[src/rtl/voice_allocator_pkg.sv]
// Shared constants and types for the polyphony voice allocator and its neighbours
// (arpeggiator, synth top).
package voice_allocator_pkg;

    localparam int NUM_VOICES_DEF = 8;
    localparam int AGE_W_DEF      = 8;
    localparam int GAP_CYCLES_DEF = 2048;

    typedef logic [6:0] note_t;

    localparam logic [1:0] ST_IDLE   = 2'd0;
    localparam logic [1:0] ST_SCAN   = 2'd1;
    localparam logic [1:0] ST_COMMIT = 2'd2;
    localparam logic [1:0] ST_GAP    = 2'd3;

endpackage

[src/rtl/voice_allocator_if.sv]
// Note-event handshake between the event source (master) and the allocator (slave).
interface voice_allocator_if;
    import voice_allocator_pkg::*;

    logic  ev_valid;
    logic  ev_ready;
    logic  ev_note_on;
    note_t ev_note;

    modport master (output ev_valid, output ev_note_on, output ev_note, input ev_ready);
    modport slave  (input ev_valid, input ev_note_on, input ev_note, output ev_ready);
endinterface

[src/rtl/voice_allocator_select.sv]
// Scan comparator: sees one voice per cycle and keeps the matching voice, the oldest idle
// voice and the oldest active voice. Strict '>' keeps the lowest index on age ties.
module voice_allocator_select
    import voice_allocator_pkg::*;
#(
    parameter int NUM_VOICES = NUM_VOICES_DEF,
    parameter int AGE_W      = AGE_W_DEF,
    localparam int VW        = (NUM_VOICES > 1) ? $clog2(NUM_VOICES) : 1
) (
    input  logic             Clk,
    input  logic             Reset,
    input  logic             clear,
    input  logic             en,
    input  logic [VW-1:0]    idx,
    input  logic             key,
    input  note_t            freq,
    input  logic [AGE_W-1:0] age,
    input  note_t            note,
    output logic             match_valid,
    output logic [VW-1:0]    match_idx,
    output logic             idle_valid,
    output logic [VW-1:0]    idle_idx,
    output logic [VW-1:0]    act_idx
);
    logic             match_valid_q, match_valid_d, idle_valid_q, idle_valid_d;
    logic             act_valid_q, act_valid_d;
    logic [VW-1:0]    match_idx_q, match_idx_d, idle_idx_q, idle_idx_d, act_idx_q, act_idx_d;
    logic [AGE_W-1:0] idle_age_q, idle_age_d, act_age_q, act_age_d;
    logic             match_hit_s, idle_hit_s, act_hit_s;

    // Does the voice under scan beat the current holder of each candidate slot?
    always_comb begin
        match_hit_s = en & key & (freq == note) & ~match_valid_q;
        idle_hit_s  = en & ~key & (~idle_valid_q | (age > idle_age_q));
        act_hit_s   = en & key & (~act_valid_q | (age > act_age_q));
    end

    // Candidate update: clear on scan entry, otherwise take the winner or hold.
    always_comb begin
        match_valid_d = match_valid_q;
        match_idx_d   = match_idx_q;
        idle_valid_d  = idle_valid_q;
        idle_idx_d    = idle_idx_q;
        idle_age_d    = idle_age_q;
        act_valid_d   = act_valid_q;
        act_idx_d     = act_idx_q;
        act_age_d     = act_age_q;
        if (clear) begin
            match_valid_d = 1'b0;
            match_idx_d   = '0;
            idle_valid_d  = 1'b0;
            idle_idx_d    = '0;
            idle_age_d    = '0;
            act_valid_d   = 1'b0;
            act_idx_d     = '0;
            act_age_d     = '0;
        end else begin
            if (match_hit_s) begin
                match_valid_d = 1'b1;
                match_idx_d   = idx;
            end else begin
                match_valid_d = match_valid_q;
            end
            if (idle_hit_s) begin
                idle_valid_d = 1'b1;
                idle_idx_d   = idx;
                idle_age_d   = age;
            end else begin
                idle_valid_d = idle_valid_q;
            end
            if (act_hit_s) begin
                act_valid_d = 1'b1;
                act_idx_d   = idx;
                act_age_d   = age;
            end else begin
                act_valid_d = act_valid_q;
            end
        end
    end

    // Candidate registers.
    always_ff @(posedge Clk) begin
        if (Reset) begin
            match_valid_q <= 1'b0;
            match_idx_q   <= '0;
            idle_valid_q  <= 1'b0;
            idle_idx_q    <= '0;
            idle_age_q    <= '0;
            act_valid_q   <= 1'b0;
            act_idx_q     <= '0;
            act_age_q     <= '0;
        end else begin
            match_valid_q <= match_valid_d;
            match_idx_q   <= match_idx_d;
            idle_valid_q  <= idle_valid_d;
            idle_idx_q    <= idle_idx_d;
            idle_age_q    <= idle_age_d;
            act_valid_q   <= act_valid_d;
            act_idx_q     <= act_idx_d;
            act_age_q     <= act_age_d;
        end
    end

    assign match_valid = match_valid_q;
    assign match_idx   = match_idx_q;
    assign idle_valid  = idle_valid_q;
    assign idle_idx    = idle_idx_q;
    assign act_idx     = act_idx_q;
endmodule

[src/rtl/voice_allocator.sv]
// Polyphony scheduler: assigns note events to voices (idle first, else steal the oldest)
// and forces a key_on low gap on retrigger/steal so slow-clocked envelopes see the edge.
module voice_allocator
    import voice_allocator_pkg::*;
#(
    parameter int NUM_VOICES = NUM_VOICES_DEF,
    parameter int AGE_W      = AGE_W_DEF,
    parameter int GAP_CYCLES = GAP_CYCLES_DEF
) (
    input  logic                    Clk,
    input  logic                    Reset,
    voice_allocator_if.slave        ev,
    input  logic                    panic,
    output logic [NUM_VOICES-1:0]   voice_key,
    output logic [NUM_VOICES*7-1:0] voice_freq,
    output logic                    steal,
    output logic                    busy
);
    localparam int VW = (NUM_VOICES > 1) ? $clog2(NUM_VOICES) : 1;
    localparam int GW = $clog2(GAP_CYCLES + 1);
    localparam logic [AGE_W-1:0] AGE_MAX = {AGE_W{1'b1}};

    logic [1:0]                        state_q, state_d;
    logic [VW-1:0]                     scan_idx_q, scan_idx_d, target_q, target_d;
    logic                              ev_on_q, ev_on_d;
    note_t                             ev_note_q, ev_note_d;
    logic [NUM_VOICES-1:0]             key_q, key_d;
    logic [NUM_VOICES-1:0][6:0]        freq_q, freq_d;
    logic [NUM_VOICES-1:0][AGE_W-1:0]  age_q, age_d;
    logic [GW-1:0]                     gap_q, gap_d;

    logic          ready_s, sel_clear_s, sel_en_s, retrig_s, steal_hit_s;
    logic          sel_match_valid_s, sel_idle_valid_s;
    logic [VW-1:0] sel_match_idx_s, sel_idle_idx_s, sel_act_idx_s, tgt_s;

    voice_allocator_select #(.NUM_VOICES(NUM_VOICES), .AGE_W(AGE_W)) u_select (
        .Clk         (Clk),
        .Reset       (Reset),
        .clear       (sel_clear_s),
        .en          (sel_en_s),
        .idx         (scan_idx_q),
        .key         (key_q[scan_idx_q]),
        .freq        (freq_q[scan_idx_q]),
        .age         (age_q[scan_idx_q]),
        .note        (ev_note_q),
        .match_valid (sel_match_valid_s),
        .match_idx   (sel_match_idx_s),
        .idle_valid  (sel_idle_valid_s),
        .idle_idx    (sel_idle_idx_s),
        .act_idx     (sel_act_idx_s)
    );

    // Note-on target choice: retrigger a match, else take an idle voice, else steal.
    always_comb begin
        if (sel_match_valid_s) begin
            tgt_s = sel_match_idx_s; retrig_s = 1'b1; steal_hit_s = 1'b0;
        end else if (sel_idle_valid_s) begin
            tgt_s = sel_idle_idx_s;  retrig_s = 1'b0; steal_hit_s = 1'b0;
        end else begin
            tgt_s = sel_act_idx_s;   retrig_s = 1'b1; steal_hit_s = 1'b1;
        end
    end

    // Allocation FSM; panic overrides every state and leaves freq/ages alone.
    always_comb begin
        state_d     = state_q;
        scan_idx_d  = scan_idx_q;
        target_d    = target_q;
        ev_on_d     = ev_on_q;
        ev_note_d   = ev_note_q;
        key_d       = key_q;
        freq_d      = freq_q;
        age_d       = age_q;
        gap_d       = gap_q;
        sel_clear_s = 1'b0;
        sel_en_s    = 1'b0;
        if (panic) begin
            key_d   = '0;
            state_d = ST_IDLE;
        end else begin
            case (state_q)
                ST_IDLE: begin
                    if (ev.ev_valid) begin
                        ev_on_d     = ev.ev_note_on;
                        ev_note_d   = ev.ev_note;
                        scan_idx_d  = '0;
                        sel_clear_s = 1'b1;
                        state_d     = ST_SCAN;
                    end else begin
                        state_d = ST_IDLE;
                    end
                end
                ST_SCAN: begin
                    sel_en_s = 1'b1;
                    if (scan_idx_q == VW'(NUM_VOICES - 1)) begin
                        state_d = ST_COMMIT;
                    end else begin
                        scan_idx_d = scan_idx_q + VW'(1);
                    end
                end
                ST_COMMIT: begin
                    state_d = ST_IDLE;
                    if (ev_on_q) begin
                        for (int v = 0; v < NUM_VOICES; v++) begin
                            if (VW'(v) == tgt_s) begin
                                age_d[v] = '0;
                            end else if (age_q[v] != AGE_MAX) begin
                                age_d[v] = age_q[v] + AGE_W'(1);
                            end else begin
                                age_d[v] = age_q[v];
                            end
                        end
                        freq_d[tgt_s] = ev_note_q;
                        target_d      = tgt_s;
                        if (retrig_s) begin
                            key_d[tgt_s] = 1'b0;
                            gap_d        = GW'(GAP_CYCLES - 1);
                            state_d      = ST_GAP;
                        end else begin
                            key_d[tgt_s] = 1'b1;
                        end
                    end else if (sel_match_valid_s) begin
                        key_d[sel_match_idx_s] = 1'b0;
                        age_d[sel_match_idx_s] = '0;
                    end else begin
                        state_d = ST_IDLE;
                    end
                end
                ST_GAP: begin
                    if (gap_q == GW'(0)) begin
                        key_d[target_q] = 1'b1;
                        state_d         = ST_IDLE;
                    end else begin
                        gap_d = gap_q - GW'(1);
                    end
                end
                default: state_d = ST_IDLE;
            endcase
        end
    end

    // Allocator state registers.
    always_ff @(posedge Clk) begin
        if (Reset) begin
            state_q    <= ST_IDLE;
            scan_idx_q <= '0;
            target_q   <= '0;
            ev_on_q    <= 1'b0;
            ev_note_q  <= '0;
            key_q      <= '0;
            freq_q     <= '0;
            age_q      <= '0;
            gap_q      <= '0;
        end else begin
            state_q    <= state_d;
            scan_idx_q <= scan_idx_d;
            target_q   <= target_d;
            ev_on_q    <= ev_on_d;
            ev_note_q  <= ev_note_d;
            key_q      <= key_d;
            freq_q     <= freq_d;
            age_q      <= age_d;
            gap_q      <= gap_d;
        end
    end

    assign ready_s     = (state_q == ST_IDLE) & ~panic;
    assign ev.ev_ready = ready_s;
    assign busy        = ~ready_s;
    assign voice_key   = key_q;
    assign voice_freq  = freq_q;
    assign steal       = (state_q == ST_COMMIT) & ev_on_q & steal_hit_s & ~panic;
endmodule
[src/flat_wrapper.sv]
// flat-port wrapper written by rule: the top's interface ports become plain ports
module voice_allocator_flat import voice_allocator_pkg::*;
#(
    parameter int NUM_VOICES = NUM_VOICES_DEF,
    parameter int AGE_W      = AGE_W_DEF,
    parameter int GAP_CYCLES = GAP_CYCLES_DEF
)
  (Clk, Reset, panic, voice_key, voice_freq, steal, busy, ev_ev_valid, ev_ev_note_on, ev_ev_note, ev_ev_ready);
  voice_allocator_if ev_i ();
  input  logic Clk;
  input  logic Reset;
  input  logic panic;
  output logic [NUM_VOICES-1:0] voice_key;
  output logic [NUM_VOICES*7-1:0] voice_freq;
  output logic steal;
  output logic busy;
  input wire logic [$bits(ev_i.ev_valid)-1:0] ev_ev_valid;
  input wire logic [$bits(ev_i.ev_note_on)-1:0] ev_ev_note_on;
  input wire logic [$bits(ev_i.ev_note)-1:0] ev_ev_note;
  output wire logic [$bits(ev_i.ev_ready)-1:0] ev_ev_ready;
  assign ev_i.ev_valid = ev_ev_valid;
  assign ev_i.ev_note_on = ev_ev_note_on;
  assign ev_i.ev_note = ev_ev_note;
  assign ev_ev_ready = ev_i.ev_ready;
  voice_allocator #(.NUM_VOICES(NUM_VOICES), .AGE_W(AGE_W), .GAP_CYCLES(GAP_CYCLES)) u_core (.Clk(Clk), .Reset(Reset), .ev(ev_i), .panic(panic), .voice_key(voice_key), .voice_freq(voice_freq), .steal(steal), .busy(busy));
endmodule
[config.mk]
export PLATFORM = sky130hd
export DESIGN_NAME = voice_allocator_flat
export DESIGN_NICKNAME = d
export VERILOG_FILES = /design/src/rtl/voice_allocator_pkg.sv /design/src/rtl/voice_allocator_if.sv /design/src/rtl/voice_allocator_select.sv /design/src/rtl/voice_allocator.sv /design/src/flat_wrapper.sv
export SDC_FILE = /design/constraint.sdc
export NUM_CORES = 1
export LEC_CHECK = 0
export ABC_CLOCK_PERIOD_IN_PS = 3760
export BUFFER_PORTS_ARGS = -buffer_cell sky130_fd_sc_hd__buf_2
export CORE_UTILIZATION = 40
export CTS_BUF_LIST = sky130_fd_sc_hd__clkbuf_8
export DETAILED_ROUTE_END_ITERATION = 8
export GPL_TIMING_DRIVEN = 0
export REMOVE_ABC_BUFFERS = 1
export SYNTH_ARGS = -nofsm -noshare
export SYNTH_HDL_FRONTEND = slang
export SYNTH_SLANG_ARGS = --single-unit
[constraint.sdc]
create_clock -name Clk -period 3.76 [get_ports Clk]
set_input_delay 0.752 -clock Clk [delete_from_list [all_inputs] [get_ports Clk]]
set_output_delay 0.752 -clock Clk [all_outputs]
set_load 0.01 [all_outputs]
# Word level (Yosys, flattened, before mapping)
# Index checks and enable logic that the tools add are counted.
[totals] regBits=184 output_inout_bits=67 word_cells=200
[classes] n_addsub=10 n_lt_le_gt_ge=9 eq_ne=36 muxes=63 bitwise_logic=26 n_reduce_logical=25
[op_table] op="8-bit two-way mux" n=22
[op_table] op="64-bit two-way mux" n=2
[op_table] op="8-bit by 1-bit adder with 8-bit output (second input constant)" n=8
[op_table] op="64-bit AND" n=1
[op_table] op="8-bit != test (second input constant)" n=8
[op_table] op="64-bit inverter" n=1
[op_table] op="56-bit bitwise mux" n=1
[op_table] op="12-bit two-way mux" n=3
[op_table] op="4-bit AND reduction" n=9
[op_table] op="8-bit binary-select mux with 3-bit select" n=1
[op_table] op="8-bit demux with 3-bit select" n=1
[op_table] op="3-bit != test (second input constant)" n=8
[op_table] op="12-bit case mux with 2 select lines" n=1
[op_table] op="7-bit binary-select mux with 3-bit select" n=1
[op_table] op="7-bit demux with 3-bit select" n=1
[op_table] op="8-bit AND" n=2
[op_table] op="8-bit > comparator" n=2
[op_table] op="3-bit by 4-bit < comparator with 1-bit output (second input constant)" n=4
[op_table] op="8-bit inverter" n=2
[op_table] op="8-bit bitwise OR" n=2
[op_table] op="8-bit case mux with 2 select lines" n=1
[op_table] op="7-bit two-way mux" n=2
[op_table] op="1-bit two-way mux" n=13
[op_table] op="3-bit equality test (first input constant)" n=4
[op_table] op="other kinds (30)" n=69

# Longest topological paths before layout
# Gate-level depths: netlist of run 1.
[depth] ltp_word=11 ltp_mapped=15

# Hierarchy
# Synthesis of run 1 repeated with hierarchy kept, for this count alone.
[unflattened] cells_unflattened=1113 hier_area_um2=10261.1
[by_module_without_submodules] mod="voice_allocator" instances=1 cells_per_inst=937 area_per_inst_um2=8697.1
[by_module_without_submodules] mod="voice_allocator_select" instances=1 cells_per_inst=176 area_per_inst_um2=1564.0

# Least setup slack after synthesis of run 1
# No wires, ideal clock.
[synth_path] kind="reg2reg" from="register u_core.scan_idx_q[0]" to="register u_core.u_select.idle_age_q[1]" setup_time_ps=74 t_arrival_ps=3529 path_slack_ps=158 stages_incl_launch_ff=15 path_buffers=4 synth_period_minus_slack_ps=3602 path_cell_list="dfxtp_1 -> buf_2 -> buf_6 -> buf_1 -> mux4_2 -> nand2_1 -> nand2_1 -> ha_1 -> a21o_1 -> a21oi_1 -> nor2b_1 -> o32ai_1 -> a21o_1 -> clkbuf_1 -> mux2i_1"
[synth_between] elab_chain_cells=5 elab_cells_between_ends=9 classes_between="1 x order compare; 4 x mux; 4 x bitwise"
[synth_lines] element="from (decl)" line="voice_allocator.sv:24" source="logic [VW-1:0] scan_idx_q, scan_idx_d, target_q, target_d;"
[synth_lines] element="from (signal assigned)" line="voice_allocator.sv:156" source="scan_idx_q <= scan_idx_d;"
[synth_lines] element="8-bit binary-select mux with 3-bit select" line="voice_allocator.sv:44" source=".age (age_q[scan_idx_q]),"
[synth_lines] element="8-bit two-way mux (not written as such)" line="voice_allocator.sv:44"
[synth_lines] element="via u_core.u_select.age[5]" line="voice_allocator_select.sv:17" source="input logic [AGE_W-1:0] age,"
[synth_lines] element="8-bit > comparator" line="voice_allocator_select.sv:34" source="idle_hit_s = en & ~key & (~idle_valid_q | (age > idle_age_q));"
[synth_lines] element="1-bit bitwise OR" line="voice_allocator_select.sv:34"
[synth_lines] element="1-bit AND" line="voice_allocator_select.sv:34"
[synth_lines] element="to (signal assigned)" line="voice_allocator_select.sv:97" source="idle_age_q <= idle_age_d;"
[synth_lines] element="to (decl)" line="voice_allocator_select.sv:28" source="logic [AGE_W-1:0] idle_age_q, idle_age_d, act_age_q, act_age_d;"
# The timed path passes the listed nets, and every way through them passes these cells. The select of a mux whose other input is x is not followed.
# A chain may end at the register's enable or synchronous reset.

# Worst setup path after layout of run 1
# Same ends and word-level chain as after synthesis.

==> results of run 1 <==
[worst reg2reg max path: stages (launching register included)]
cell	delay, ns
sky130_fd_sc_hd__dfxtp_2	0.55
sky130_fd_sc_hd__buf_12	0.28
sky130_fd_sc_hd__mux4_2	0.60
sky130_fd_sc_hd__nand2_1	0.11
sky130_fd_sc_hd__nand2_1	0.16
sky130_fd_sc_hd__ha_1	0.35
sky130_fd_sc_hd__a21o_1	0.18
sky130_fd_sc_hd__a21oi_1	0.15
sky130_fd_sc_hd__nor2b_1	0.06
sky130_fd_sc_hd__o32ai_1	0.33
sky130_fd_sc_hd__a21o_2	0.43
sky130_fd_sc_hd__mux2i_1	0.26
[final timing paths]
path	start	to	slack (ns)	cells past startpoint
min	u_core.u_select.act_idx[1]	u_core.u_select.act_idx[1]	0.47	2
min reg2reg	u_core.u_select.act_idx[1]	u_core.u_select.act_idx[1]	0.47	2
max reg2reg	u_core.scan_idx_q[0]	u_core.u_select.idle_age_q[1]	0.22	11
max	u_core.scan_idx_q[0]	u_core.u_select.idle_age_q[1]	0.22	11
[what timing repair did]
action,4_1_cts,5_1_grt
hold buffers,0,0
endpoints found under the hold margin,0,0
gates resized for setup,2,1
setup endpoints to repair,11,1
[logic make-up (layout without fill, tap and decap cells)]
| logic type | after synthesis | in the layout | synth area share [%] |
|---|---|---|---|
| compound gates | 235 | 235 | 15.2 |
| xor+xnor | 14 | 14 | 1.24 |
| fa+ha+maj | 27 | 27 | 3.41 |
| buf+inv | 103 | 151 | 4.25 |
| flops | 184 | 184 | 37.2 |
| mux | 138 | 138 | 17.4 |
| simple gates | 443 | 443 | 21.2 |
[layout by cell type (no fill, tap or decap), types with 12 or more instances in the layout]
cell type	count
sky130_fd_sc_hd__dfxtp_1	180
sky130_fd_sc_hd__inv_1	37
sky130_fd_sc_hd__ha_1	27
sky130_fd_sc_hd__and3_1	28
sky130_fd_sc_hd__nor2_1	146
sky130_fd_sc_hd__nand2_1	124
sky130_fd_sc_hd__o31ai_1	16
sky130_fd_sc_hd__nor3_1	27
sky130_fd_sc_hd__nor2b_1	12
sky130_fd_sc_hd__nand3_1	33
sky130_fd_sc_hd__mux2i_1	110
sky130_fd_sc_hd__clkbuf_8	17
sky130_fd_sc_hd__a21oi_1	79
sky130_fd_sc_hd__a31oi_1	19
sky130_fd_sc_hd__mux4_2	27
sky130_fd_sc_hd__buf_2	77
sky130_fd_sc_hd__a22oi_1	13
sky130_fd_sc_hd__nand3b_1	19
sky130_fd_sc_hd__o21ai_0	40
[through the flow]
stage               hold slack (ns)  util, %  instances  worst slack [ns]  total power, mW
global route                  0.463     45.1       1516           0.00927             3.71
global placement              0.444     42.8       1480             -1.13             2.15
detailed placement            0.449     43.3       1484           -0.0863             2.16
CTS                           0.468     45.1       1516             0.109             3.61
finish                        0.465     45.1       1516             0.225             3.57
floorplan                     0.434        -       1078          -0.00384             2.08
[state kept, by name, indices dropped and copies added, names as in the netlist, named ones only]
register and count:
u_core.target_q 3, u_core.ev_on_q 1, u_core.gap_q 12, u_core.u_select.idle_valid 1, u_core.u_select.match_idx 3, u_core.u_select.idle_age_q 8
u_core.u_select.act_valid_q 1, u_core.u_select.match_valid 1, u_core.voice_freq 56, u_core.u_select.act_idx 3, u_core.ev_note_q 7, u_core.state_q 2
u_core.age_q 64, u_core.scan_idx_q 3, u_core.u_select.act_age_q 8, u_core.u_select.idle_idx 3
[per-layer routing]
metal	track usage (%)	up-vias	wire, µm
met4	5.94	0	461
li1	-	4213	-
met2	34.5	215	12700
met5	0	-	0
met1	29.6	4108	12900
met3	4.09	30	1300
[cell usage after synthesis (all sizes together), types with 7 or more instances]
| cell type | number | area share (%) |
|---|---|---|
| nor3 | 31 | 1.7 |
| mux2i | 110 | 11 |
| nand4 | 7 | 0.44 |
| inv | 37 | 1.4 |
| a21oi | 79 | 4.0 |
| ha | 27 | 3.4 |
| nand3b | 19 | 1.4 |
| nand2 | 124 | 4.7 |
| and3 | 28 | 1.8 |
| a31oi | 19 | 1.2 |
| o21ai | 49 | 2.6 |
| mux4 | 27 | 6.1 |
| xor2 | 9 | 0.80 |
| buf | 26 | 1.3 |
| nand3 | 33 | 1.7 |
| a211oi | 11 | 0.96 |
| dfxtp | 184 | 37 |
| or4 | 9 | 0.76 |
| o31ai | 17 | 1.3 |
| a22oi | 13 | 0.99 |
| clkbuf | 40 | 1.5 |
| nor4 | 9 | 0.63 |
| nor2 | 148 | 5.6 |
| nor2b | 12 | 0.76 |
[power breakdown]
part / total [mW] / switching, mW / internal, mW
Combinational: 0.137 / 0.0941 / 0.0428
Sequential: 1.98 / 0.0211 / 1.95
Clock: 1.46 / 0.914 / 0.541
Total: 3.57 / 1.03 / 2.54
[final cells by class]
class / instances / area, µm²
clock buffers: 17 / 234
clock inverters: 15 / 215
fillers: 2428 / 13300
inverters: 37 / 139
multi-input cells: 857 / 5800
flip-flops and latches: 184 / 3690
well taps: 324 / 405
repair buffers: 82 / 492
==> summary.txt, run 1 <==
=================================================================================
Sequential element share of the synthesized area                            37.2%
Post-synth EDFFs                                                                0
Period minus WS final                                                     3.54 ns
Syn Std Cell Area                                                     0.00990 mm²
Final global-route overflow total                                               0
Path category of the worst min-delay check                           flop to flop
Total wirelength of the detailed-routed design                          27,300 µm
CTS clock-pin slew for the worst setup and hold paths                     0.12 ns
First drt pass iteration count                                                  5
Max Clock Freq                                                            283 MHz
I/O Buffers                                                                    78
Endpoint kind of the worst setup timing path                                 flop
Starting DRT DRC Count                                                        697
Required @ worst endpoint                                                 4.17 ns
Share of async-settable or async-resettable flops after synthesis              0%
Area of the core region                                                0.0243 mm²
Gate count of the mapped netlist                                            1,144
Leakage Power                                                             4.03 nW
Kind of critical path                                                flop to flop
Standard cell with the maximum stage delay on the critical path      sky130_fd_sc_hd__mux4_2
Vertical extent of the die                                                 159 µm
Global-route wire length before repair                                  43,200 µm
Post-route antenna net violation count                                          0
Total Neg Setup Slack                                                        0 ns
DR WL/cell                                                                18.0 µm
Post-synthesis to final-layout area growth                                  10.9%
Buffer count from post-CTS setup fixing                                         0
Estimated wirelength of the detail-placed design                        19,000 µm
Via count of the first global-routing pass                                  7,772
Delay of the slowest critical-path stage                                  0.58 ns
Outcome                                                                 completed
Largest buffer count on any clock path                                          2
Syn. warnings                                                                   0
Number of clock sinks                                                         184
Horizontal die dimension                                                   159 µm
Worst Setup Start Kind                                                       flop
Setup repair after global routing missed its margin                         false
Site Rows                                                                      57
CTS Buf Count                                                                  17
Maximum vdd ir drop                                                      0.247 mV
Source-to-sink clock delay at the later pin of the worst-skew pair        0.49 ns
Most frequent CP cell                                                sky130_fd_sc_hd__nand2_1
Top_reg_cell synth                                                   sky130_fd_sc_hd__dfxtp_1
Number of diodes                                                                0
Via-per-instance ratio                                                       5.65
Relative max-transition margin                                              10.3%
Ratio of cells with drive above 1 in the final layout                       14.0%
Actual transition at the worst max-transition pin                         1.33 ns
Hold Vio Cnt, Final                                                             0
Area of the die                                                        0.0254 mm²
Critical path buffers and inverters                                             1
Overall track demand over capacity in global routing                        21.6%
Via count                                                                   8,566
Maximum fanout along the worst path                                            27
Cell area after layout                                                 0.0110 mm²
Io pins                                                                        79
Maximum number of pins on one net before global-route repair                   94
Flop and latch count out of synthesis                                         184
DRC errors left                                                                 0
Clock tree from TritonCTS                                                   built
Routability cong.                                                           0.915
Mean instance size in the synthesized netlist                            8.65 µm²
Final clock period utilization by the worst path                            94.0%
Number of antenna violations at the first check in global routing               0
Initial core utilization                                                    40.7%
Number of slew-limit violations in the final report                             0
Top Family by Delay on Critical Path                                 compound AO/OA/AOI/OAI gates
Cell breakdown of the critical path                                  buf_12 -> mux4_2 -> nand2_1 -> nand2_1 -> ha_1 -> a21o_1 -> a21oi_1 -> nor2b_1 -> o32ai_1 -> a21o_2 -> mux2i_1
Number of distinct library cells after synthesis                               66
Net count reported at finish                                                1,218
Cell Pwr Density                                                       325 mW/mm²
Cell at the root of the clock tree                                   sky130_fd_sc_hd__clkbuf_8
Max-Cap Viols                                                                   0
Area of placed instances                                               0.0105 mm²
Level count of the clock H-tree                                                 4
Setup violations, final                                                         0
Critical Path AT                                                          3.95 ns
Setup Skew                                                              0.0193 ns
=================================================================================
Power figures use the tool's default switching activity.
==> run 2, diff against run 1 <==
--- a/config.mk
+++ b/config.mk
@@ -5,10 +5,12 @@
 export SDC_FILE = /design/constraint.sdc
 export NUM_CORES = 1
 export LEC_CHECK = 0
+export ABC_AREA = 1
 export ABC_CLOCK_PERIOD_IN_PS = 3760
 export BUFFER_PORTS_ARGS = -buffer_cell sky130_fd_sc_hd__buf_2
 export CORE_UTILIZATION = 40
 export CTS_BUF_LIST = sky130_fd_sc_hd__clkbuf_8
+export CTS_CLUSTER_SIZE = 20
 export DETAILED_ROUTE_END_ITERATION = 8
 export GPL_TIMING_DRIVEN = 0
 export REMOVE_ABC_BUFFERS = 1
==> summary.txt, run 2 <==
=================================================================================
Cell Pwr Density                                                       319 mW/mm²
Placed Instances                                                            2,132
CTS Buf Count                                                                  17
Hold Vio Cnt, Final                                                             0
Io pins                                                                        79
Ratio of cells with drive above 1 in the final layout                       10.5%
Post-route antenna net violation count                                          0
Post-synthesis to final-layout area growth                                  9.35%
Uppermost signal routing layer after detailed routing                        met4
Relative max-transition margin                                              14.4%
Setup Skew                                                              0.0190 ns
Sequential element share of the synthesized area                            33.1%
Switching power as a share of total power                                   32.5%
Worst setup timing slack at the placement stage                         -0.552 ns
Overall track demand over capacity in global routing                        23.3%
Routability cong.                                                           0.875
Number of diodes                                                                0
Number of clock sinks                                                         184
Final clock period utilization by the worst path                            91.0%
Level count of the clock H-tree                                                 4
Area contributors post-synth                                         sky130_fd_sc_hd__dfxtp_1 33%, sky130_fd_sc_hd__nand2_1 13%, sky130_fd_sc_hd__nand3_1 9.7%
Endpoint of the worst-slack reg-to-reg timing path                   u_core.u_select.act_idx[1]
Worst Setup Start Kind                                                       flop
Vertical extent of the die                                                 169 µm
Flop and latch count out of synthesis                                         184
Via-per-instance ratio                                                       5.25
Total Neg Setup Slack                                                        0 ns
Mean instance size in the synthesized netlist                            6.31 µm²
Period minus WS final                                                     3.42 ns
Max-Cap Viols                                                                   0
DR WL/cell                                                                15.3 µm
Start point of the worst min-delay path                              u_core.voice_freq[32]
Worst Hold Depth                                                                2
Critical Path AT                                                          3.81 ns
Number of slew-limit violations in the final report                             0
Cell at the root of the clock tree                                   sky130_fd_sc_hd__clkbuf_8
Combinational cell fraction of total power                                  11.9%
Crit Reg-Reg Startpoint                                              u_core.scan_idx_q[0]
Met2 routed WL                                                          15,200 µm
Endpoint kind of the worst setup timing path                                 flop
Final worst-path setup slack                                             0.338 ns
Top-count cell post-synth                                            sky130_fd_sc_hd__nand2_1
Register containing the most flip-flops in the final layout          u_core.age_q
Source-to-sink clock delay at the later pin of the worst-skew pair        0.50 ns
Area of the die                                                        0.0285 mm²
Max reg flops                                                                  64
Portion of synthesized cell area occupied by the leading cell type          33.1%
Number of distinct library cells after synthesis                               42
Estimated wirelength of the detail-placed design                        22,800 µm
Maximum vdd ir drop                                                      0.250 mV
Combinational family with the most area after synthesis              simple AND/OR/NAND/NOR gates
CTS clock-pin slew for the worst setup and hold paths                     0.12 ns
Kind of critical path                                                flop to flop
I/O Buffers                                                                    78
Int Power                                                                 2.62 mW
Number of antenna violations at the first check in global routing               0
Routed length on met3                                                     2040 µm
Worst hold margin                                                        0.480 ns
Cell area after layout                                                 0.0122 mm²
Switching pwr                                                             1.26 mW
Final global-route overflow total                                               0
Horizontal die dimension                                                   169 µm
Gate count of the mapped netlist                                            1,761
Synth Area in Simple Gates                                                  33.3%
Required @ worst endpoint                                                 4.15 ns
Maximum number of pins on one net before global-route repair                   80
Total wirelength of the detailed-routed design                          33,100 µm
Worst reg2reg path depth                                                       19
Sequential share of power                                                   51.6%
Crit path launch                                                     u_core.scan_idx_q[0]
Via count of the first global-routing pass                                 10,173
Post-synth EDFFs                                                                0
Mux contribution to synthesized area                                           0%
Critical path buffers and inverters                                             5
Setup repair after global routing missed its margin                         false
Top cells by instance count after synthesis                          395 x sky130_fd_sc_hd__nand2_1, 215 x sky130_fd_sc_hd__nand3_1, 186 x sky130_fd_sc_hd__a21oi_1, 184 x sky130_fd_sc_hd__dfxtp_1
Global-route wire length before repair                                  53,000 µm
Standard cell with the maximum stage delay on the critical path      sky130_fd_sc_hd__dfxtp_4
Share of the core filled with cells in the final layout                     44.9%
Clock tree from TritonCTS                                                   built
Cell breakdown of the critical path                                  buf_12 -> inv_8 -> o21ai_0 -> nand2_1 -> inv_1 -> o21a_1 -> inv_1 -> ha_1 -> inv_1 -> nor2_1 -> nor2_1 -> o21ai_0 -> nand2_1 -> nand3_1 -> o21ai_0 -> nand2_2 -> nand3_1 -> nand2_1 -> nor2_1
Number of buffers added to fix hold violations after cts                        0
Top_reg_cell synth                                                   sky130_fd_sc_hd__dfxtp_1
Setup violations, final                                                         0
Share of async-settable or async-resettable flops after synthesis              0%
Starting DRT DRC Count                                                        835
Net count reported at finish                                                1,820
Adder and majority gate portion of the synthesized area                     3.04%
Site Rows                                                                      60
Actual transition at the worst max-transition pin                         1.28 ns
DRC errors left                                                                 0
Outcome                                                                 completed
Largest buffer count on any clock path                                          2
Leading cell types in the layout, fill and taps excluded             393 x sky130_fd_sc_hd__nand2_1, 215 x sky130_fd_sc_hd__nand3_1, 186 x sky130_fd_sc_hd__a21oi_1
Area of the core region                                                0.0271 mm²
Area of placed instances                                               0.0117 mm²
Via count                                                                  11,369
First drt pass iteration count                                                  6
Top Family by Delay on Critical Path                                 simple AND/OR/NAND/NOR gates
Path category of the worst min-delay check                           flop to flop
Library cell with the largest summed area after synthesis            sky130_fd_sc_hd__dfxtp_1
Delay of the slowest critical-path stage                                  0.54 ns
Met1 Routed Length                                                      15,200 µm
Max Clock Freq                                                            292 MHz
Complex-gate fraction of the synthesized area                               20.0%
Xor and xnor area share after synthesis                                    0.236%
Leakage Power                                                             4.91 nW
Logic depth of the worst setup path including buffers                          19
PnR Total Power                                                           3.88 mW
Syn. warnings                                                                   0
Syn Std Cell Area                                                      0.0111 mm²
Critical path endpoint                                               u_core.u_select.act_idx[1]
Commonest non-fill, non-tap cell in the layout                       sky130_fd_sc_hd__nand2_1
Maximum fanout along the worst path                                            65
Clock power frac                                                            36.5%
Initial core utilization                                                    41.0%
Slack of the worst reg-to-reg path                                        0.34 ns
Final cell count without fillers                                            2,166
=================================================================================
run 2: how the worst min path moves through the flow:
| stage | end | slack (ns) |
|---|---|---|
| after floorplan | u_core.u_select.act_valid_q | 0.44 |
| after global placement | u_core.u_select.act_valid_q | 0.45 |
| after detailed placement | u_core.u_select.act_valid_q | 0.46 |
| after CTS | u_core.voice_freq[31] | 0.48 |
| after global routing | u_core.voice_freq[31] | 0.51 |
| final | u_core.voice_freq[32] | 0.48 |
run 2: worst register-to-register path, stage by stage (launching register included):
cell and delay, ns:
sky130_fd_sc_hd__dfxtp_4 0.54, sky130_fd_sc_hd__buf_12 0.25, sky130_fd_sc_hd__inv_8 0.18, sky130_fd_sc_hd__o21ai_0 0.31
sky130_fd_sc_hd__nand2_1 0.08, sky130_fd_sc_hd__inv_1 0.08, sky130_fd_sc_hd__o21a_1 0.30, sky130_fd_sc_hd__inv_1 0.12
sky130_fd_sc_hd__ha_1 0.31, sky130_fd_sc_hd__inv_1 0.04, sky130_fd_sc_hd__nor2_1 0.08, sky130_fd_sc_hd__nor2_1 0.04
sky130_fd_sc_hd__o21ai_0 0.15, sky130_fd_sc_hd__nand2_1 0.07, sky130_fd_sc_hd__nand3_1 0.07, sky130_fd_sc_hd__o21ai_0 0.10
sky130_fd_sc_hd__nand2_2 0.34, sky130_fd_sc_hd__nand3_1 0.14, sky130_fd_sc_hd__nand2_1 0.09, sky130_fd_sc_hd__nor2_1 0.04
run 2: layout make-up:
class	count	area, µm²
Fill cell	2839	14900
Multi-Input combinational cell	1293	6300
Timing Repair Buffer	84	513
Tap cell	372	465
Clock inverter	15	181
Sequential cell	184	3690
Inverter	201	773
Clock buffer	17	234
run 2: timing repair:
action	in CTS	in global routing
setup endpoints to repair	22	22
pin swaps	0	0
gates resized for setup	6	5
buffers inserted	0	1
run 2: power groups by stage:
stage	registers, mW	logic [mW]	clock network (mW)
3_3_place_gp	2.06	0.420	0
6_report	2.00	0.462	1.42
3_5_place_dp	2.05	0.446	0
4_1_cts	2.00	0.449	1.45
5_1_grt	2.00	0.522	1.52
2_1_floorplan	2.04	0.286	0
run 2: kinds of logic (layout without fill, tap and decap cells):
kind of cell | count (synthesis) | in the layout
and+or+nand+nor | 840 | 840
AOI/OAI and AO/OA | 423 | 423
buffers and inverters | 284 | 317
DFF | 184 | 184
adders and majority gates | 27 | 27
xor gates and xnor gates | 3 | 3
run 2: layer usage:
metal | up-vias | global-route usage, %
met1 | 5187 | 30.5
met3 | 43 | 4.77
li1 | 5856 | -
met5 | - | 0
met4 | 0 | 7.31
met2 | 283 | 38.5
